[config.mk]
export PLATFORM = sky130hd
export DESIGN_NAME = ofdm_cp_insert
export DESIGN_NICKNAME = d
export VERILOG_FILES = /design/src/rtl/ofdm_cp_insert.sv
export SDC_FILE = /design/constraint.sdc
export NUM_CORES = 2
export LEC_CHECK = 0
export CORE_MARGIN = 2
export CORE_UTILIZATION = 52
export DETAILED_ROUTE_END_ITERATION = 10
export DONT_BUFFER_PORTS = 1
export GPL_ROUTABILITY_DRIVEN = 0
export PLACE_DENSITY = 0.67
export SYNTH_ARGS = -nofsm -noshare
export SYNTH_HDL_FRONTEND = slang
export SYNTH_SLANG_ARGS = --single-unit
[constraint.sdc]
create_clock -name clk -period 3.98 [get_ports clk]
set_clock_uncertainty 0.15 [all_clocks]
set_input_delay 0.398 -clock clk [delete_from_list [all_inputs] [get_ports clk]]
set_output_delay 0.398 -clock clk [all_outputs]
set_load 0.005 [all_outputs]
[src/rtl/ofdm_cp_insert.sv]
// rtl/ofdm_cp_insert.sv - cyclic-prefix insertion for OFDM symbols
// Ping-pong symbol buffer; the read FSM replays the symbol tail as prefix, then the body.
module ofdm_cp_insert #(
  parameter int DATA_W = 16,
  parameter int NFFT   = 64,
  parameter int CP_MAX = 16
) (
  input  logic                         clk,
  input  logic                         rst_n,
  input  logic [$clog2(CP_MAX+1)-1:0]  cp_len,
  input  logic                         s_valid,
  output logic                         s_ready,
  input  logic [DATA_W-1:0]            s_data_i,
  input  logic [DATA_W-1:0]            s_data_q,
  input  logic                         s_last,
  output logic                         m_valid,
  input  logic                         m_ready,
  output logic [DATA_W-1:0]            m_data_i,
  output logic [DATA_W-1:0]            m_data_q,
  output logic                         m_first,
  output logic                         m_last,
  output logic                         err_framing
);

  localparam int AW  = $clog2(NFFT);
  localparam int CLW = $clog2(CP_MAX+1);

  typedef enum logic [1:0] {IDLE, CP, BODY} state_t;

  logic [DATA_W-1:0] mem_i [2*NFFT];
  logic [DATA_W-1:0] mem_q [2*NFFT];

  // Write side
  logic          run_q;
  logic [AW-1:0] wr_cnt_q;
  logic          wr_bank_q;
  logic [1:0]    full_q, full_d;
  logic          err_q;
  logic          rel_bank_q, rel_bank_d;

  // Read side and registered outputs
  state_t            state_q, state_d;
  logic              rd_bank_q, rd_bank_d;
  logic [AW-1:0]     rd_cnt_q, rd_cnt_d;
  logic [CLW-1:0]    len_q, len_d;
  logic              first_pend_q, first_pend_d;
  logic              mv_q, mv_d;
  logic [DATA_W-1:0] mdi_q, mdi_d, mdq_q, mdq_d;
  logic              mf_q, mf_d, ml_q, ml_d;

  logic              rel, wr_fire, wr_end, ld;
  logic [CLW-1:0]    len_in;
  logic [AW-1:0]     start_cnt;
  state_t            start_state;
  logic [DATA_W-1:0] rd_i, rd_q;

  // A bank released this cycle may be refilled in the same cycle
  assign rel     = mv_q & m_ready & ml_q;
  assign s_ready = run_q & (~full_q[wr_bank_q] | (rel & (rel_bank_q == wr_bank_q)));
  assign wr_fire = s_valid & s_ready;
  assign wr_end  = wr_fire & (wr_cnt_q == AW'(NFFT-1));

  always_ff @(posedge clk) begin
    if (wr_fire) begin
      mem_i[{wr_bank_q, wr_cnt_q}] <= s_data_i;
      mem_q[{wr_bank_q, wr_cnt_q}] <= s_data_q;
    end
  end

  assign rd_i = mem_i[{rd_bank_q, rd_cnt_q}];
  assign rd_q = mem_q[{rd_bank_q, rd_cnt_q}];

  always_comb begin
    full_d = full_q;
    if (rel)    full_d[rel_bank_q] = 1'b0;
    if (wr_end) full_d[wr_bank_q]  = 1'b1;
  end

  always_ff @(posedge clk or negedge rst_n) begin
    if (!rst_n) begin
      run_q     <= 1'b0;
      wr_cnt_q  <= '0;
      wr_bank_q <= 1'b0;
      full_q    <= 2'b00;
      err_q     <= 1'b0;
    end else begin
      run_q  <= 1'b1;
      full_q <= full_d;
      if (wr_fire) begin
        wr_cnt_q <= wr_cnt_q + 1'b1;
        if (s_last != (wr_cnt_q == AW'(NFFT-1))) err_q <= 1'b1;
        if (wr_end) wr_bank_q <= ~wr_bank_q;
      end
    end
  end

  assign len_in      = (32'(cp_len) > CP_MAX) ? CLW'(CP_MAX) : cp_len;
  assign start_state = (len_in == '0) ? BODY : CP;
  assign start_cnt   = (len_in == '0) ? '0 : AW'(NFFT - 32'(len_in));
  assign ld          = ~mv_q | m_ready;

  always_comb begin
    state_d      = state_q;
    rd_bank_d    = rd_bank_q;
    rd_cnt_d     = rd_cnt_q;
    len_d        = len_q;
    first_pend_d = first_pend_q;
    rel_bank_d   = rel_bank_q;
    mv_d         = mv_q;
    mdi_d        = mdi_q;
    mdq_d        = mdq_q;
    mf_d         = mf_q;
    ml_d         = ml_q;
    if (ld) begin
      mv_d = 1'b0;
      mf_d = 1'b0;
      ml_d = 1'b0;
    end
    case (state_q)
      IDLE: begin
        if (full_q[rd_bank_q]) begin
          len_d        = len_in;
          first_pend_d = 1'b1;
          state_d      = start_state;
          rd_cnt_d     = start_cnt;
        end
      end
      CP, BODY: begin
        if (ld) begin
          mv_d         = 1'b1;
          mdi_d        = rd_i;
          mdq_d        = rd_q;
          mf_d         = first_pend_q;
          first_pend_d = 1'b0;
          rd_cnt_d     = rd_cnt_q + 1'b1;
          if (rd_cnt_q == AW'(NFFT-1)) begin
            if (state_q == CP) begin
              state_d = BODY;
            end else begin
              // Chain straight into the next bank so symbols leave without bubbles
              ml_d       = 1'b1;
              rel_bank_d = rd_bank_q;
              rd_bank_d  = ~rd_bank_q;
              if (full_q[~rd_bank_q]) begin
                len_d        = len_in;
                first_pend_d = 1'b1;
                state_d      = start_state;
                rd_cnt_d     = start_cnt;
              end else begin
                state_d = IDLE;
              end
            end
          end
        end
      end
      default: state_d = IDLE;
    endcase
  end

  always_ff @(posedge clk or negedge rst_n) begin
    if (!rst_n) begin
      state_q      <= IDLE;
      rd_bank_q    <= 1'b0;
      rd_cnt_q     <= '0;
      len_q        <= '0;
      first_pend_q <= 1'b0;
      rel_bank_q   <= 1'b0;
      mv_q         <= 1'b0;
      mdi_q        <= '0;
      mdq_q        <= '0;
      mf_q         <= 1'b0;
      ml_q         <= 1'b0;
    end else begin
      state_q      <= state_d;
      rd_bank_q    <= rd_bank_d;
      rd_cnt_q     <= rd_cnt_d;
      len_q        <= len_d;
      first_pend_q <= first_pend_d;
      rel_bank_q   <= rel_bank_d;
      mv_q         <= mv_d;
      mdi_q        <= mdi_d;
      mdq_q        <= mdq_d;
      mf_q         <= mf_d;
      ml_q         <= ml_d;
    end
  end

  assign m_valid     = mv_q;
  assign m_data_i    = mdi_q;
  assign m_data_q    = mdq_q;
  assign m_first     = mf_q;
  assign m_last      = ml_q;
  assign err_framing = err_q;

endmodule
==> metrics.txt <==
outcome=finished, violations left; violated checks=negative setup slack; proportion of power drawn by the clock network=31.1%; Final setup viols=1; f_max=250.6 MHz; WS Path Type=reg -> reg; clock slew at reported path FFs=0.07 ns; ranking of synthesized cells by area=edfxtp_1 (77%), mux4_2 (9.5%), mux2i_1 (4.4%); vias=82,670; CTS Buf Count=401; Max-Cap Viols=0; Synth top cells by count=edfxtp_1 (4,096), mux2i_1 (707), mux4_2 (675); Finished Core Util=59.82%; die width=558.7 um; HPWL Detailed=245,500 um; sequential area share after synthesis=77.76%; grt ovf=0; Crit path top cell by count=buf_4; port bufs=0; setup ws final=-0.01109 ns; sum of negative setup slack=-0.01109 ns; Post-Synthesis Cell Area=160,000 sq um; total core area=306,100 sq um; Switching Fraction=31.40%; Layout area overhead=14.42%; FP Rows=203; Post-synth ARST share=1.373%; Arr. time, crit path=4.71 ns; number of remaining DRC errors=0; unrepaired setup endpoints after global routing=false; CP Capture Type=flip-flop; cell with the most instances after synthesis=edfxtp_1; Top delay family on crit path=simple AND/OR/NAND/NOR gates; post-synthesis cell count=7,629; # fillers=21,260; Primary FF master, synth=edfxtp_1; internal power=83.69 mW; Total GRT Usage=28.52%; pin count of the biggest net entering global routing=129; DRT Pass-1 Iters=7; maximum VDD drop=0.4965 mV; sequential power share=40.4%; Max-Slew Margin vs Limit=5.390%; Synth top area share=76.87%; WL per Instance=35.57 um; initial core utilization=52.28%; via/cell ratio=6.578; H-tree depth=5; syn_nets=7,679; CP required=4.70 ns; synth unique cells=64; fraction of layout cells with a size suffix above 1=24.04%; initial drt markers=13,030; CP Cell Sequence=buf_12, buf_4, buf_4, mux2i_1, o221ai_1, a21oi_1, nor3b_1, o32ai_1, a31oi_1; post-route ant nets=0; # Post-CTS Setup Buffers=0; Warnings, synthesis=0; Slowest-stage cell, CP=nor3b_1; period utilization=100.3%; leakage=58.39 nW; final period demand of the worst path=3.991 ns; crit path max fanout=17; Nets=8,170; crit path buf inv count=3; Worst Hold Class=in -> reg; crit path launch type=flip-flop; vias in the first global route=79,990; Psw=38.30 mW; Max clock buf depth=4; largest area contributor in the synthesized netlist=edfxtp_1; final hold violations=0; CP peak stage delay=1.12 ns; global-route wire length before repair=620,400 um; total routed wirelength=447,000 um; EDFF count, synth=4,096; CTS tree=yes; #FFs+latches synth=4,153; Worst Tran Pin Value=1.416 ns; combinational share of power=28.5%; P per Cell Area=666.3 nW/um^2; clk_lat worst skew=0.96 ns; Slew Limit Fails=0; die footprint=312,200 sq um; initial antenna violation count=40; Sink Count=4,153; die boundary height=558.7 um; syn avg cell area=20.97 sq um; root buffer cell=clkbuf_16; I/O pin cnt=79
-- state kept, by name (all words and copies together) (netlist names), named ones only --
| name | flops |
|---|---|
| run_q | 1 |
| mem_i | 2048 |
| rd_bank_q | 1 |
| err_framing | 1 |
| m_data_q | 16 |
| m_data_i | 16 |
| wr_bank_q | 1 |
| rd_cnt_q | 6 |
| first_pend_q | 1 |
| wr_cnt_q | 6 |
| full_q | 2 |
| mem_q | 2048 |
| rel_bank_q | 1 |
| state_q | 2 |
-- cells by family (layout without fill, tap and decap cells) --
group | after synthesis | after routing | synth area share (%)
buf+inv | 474 | 1297 | 1.700
xor+xnor | 9 | 9 | 0.04927
compound gates | 1026 | 1026 | 4.305
other cells | 1 | 17 | 0.002344
flops | 4153 | 4153 | 77.76
mux | 1509 | 1509 | 14.82
simple gates | 449 | 449 | 1.304
fa+ha+maj | 8 | 8 | 0.06256
-- through the flow --
step	std cells	worst slack, ns	area [sq um]	hold slack [ns]	power [mW]
3_3_place_gp	11740	-0.1614	168500	-0.03667	83.32
3_5_place_dp	11740	-0.2379	168500	-0.03693	83.51
5_1_grt	12560	0.03101	183100	0.2180	125.3
6_report	12570	-0.01109	183100	0.2363	122.0
4_1_cts	12550	0.06593	183000	0.1697	122.1
2_1_floorplan	7629	0.2887	160000	-0.04759	70.17
-- worst register-to-register path, delay by kind of cell, from the launching register on --
family	cells	cell delay (ns)
simple gates	1	1.12
compound gates	4	0.95
buf+inv	3	0.83
flops	1	0.75
mux	1	0.13
-- power groups by stage --
stage	Sequential [mW]	Clock (mW)	Combinational, mW
after floorplan	49.3	0	20.8
after global placement	50.1	0	33.2
after detailed placement	50.1	0	33.4
after CTS	49.2	38.3	34.6
after global routing	49.2	40.0	36.2
final	49.2	38.0	34.8
-- layout by cell type (no fill, tap or decap), drive strengths merged, types with 125 or more instances in the layout --
cell type and n:
mux2 127, edfxtp 4096, nor2 214, buf 506, clkbuf 508, mux4 675
a21oi 230, mux2i 707, a22oi 125, clkinv 163, o21ai 136
-- worst paths after layout --
kind                             start          end  slack [ns]  cells after the start
max                        rd_cnt_q[1]  m_data_q[0]       -0.01                      9
min                            s_valid  wr_cnt_q[2]        0.24                      3
max reg2reg                rd_cnt_q[1]  m_data_q[0]       -0.01                      9
min reg2reg                wr_cnt_q[2]  wr_cnt_q[2]        0.37                      1
max in group asynchronous        rst_n  rd_cnt_q[1]        2.68                      4
min in group asynchronous        rst_n  m_data_q[8]        0.55                      4
-- area by class of cell --
class                           instances  area, sq um  area share (%)
Sequential cell                      4153       124400           67.97
Multi-Input combinational cell       3002        33970           18.55
Clock buffer                          508        10600           5.790
Timing Repair Buffer                  554         6424           3.509
Tap cell                             4100         5130           2.802
Clock inverter                        227         2445           1.335
Antenna cell                           16        40.04         0.02187
Inverter                                8        32.53         0.01777
-- routing by layer --
| metal | GRT usage [%] | up-vias | routed length [um] |
|---|---|---|---|
| li1 | - | 32970 | - |
| met1 | 39.53 | 43650 | 162600 |
| met2 | 44.16 | 5266 | 209300 |
| met3 | 5.687 | 777 | 52780 |
| met4 | 12.88 | 6 | 22260 |
| met5 | 0 | - | 37 |
-- what timing repair did --
action,in CTS,in global routing
hold buffers,82,0
endpoints found under the hold margin,4182,0
resized for setup,4,2
endpoints found under the setup margin,3,2
Note: power is estimated with default switching activity, not from simulation.
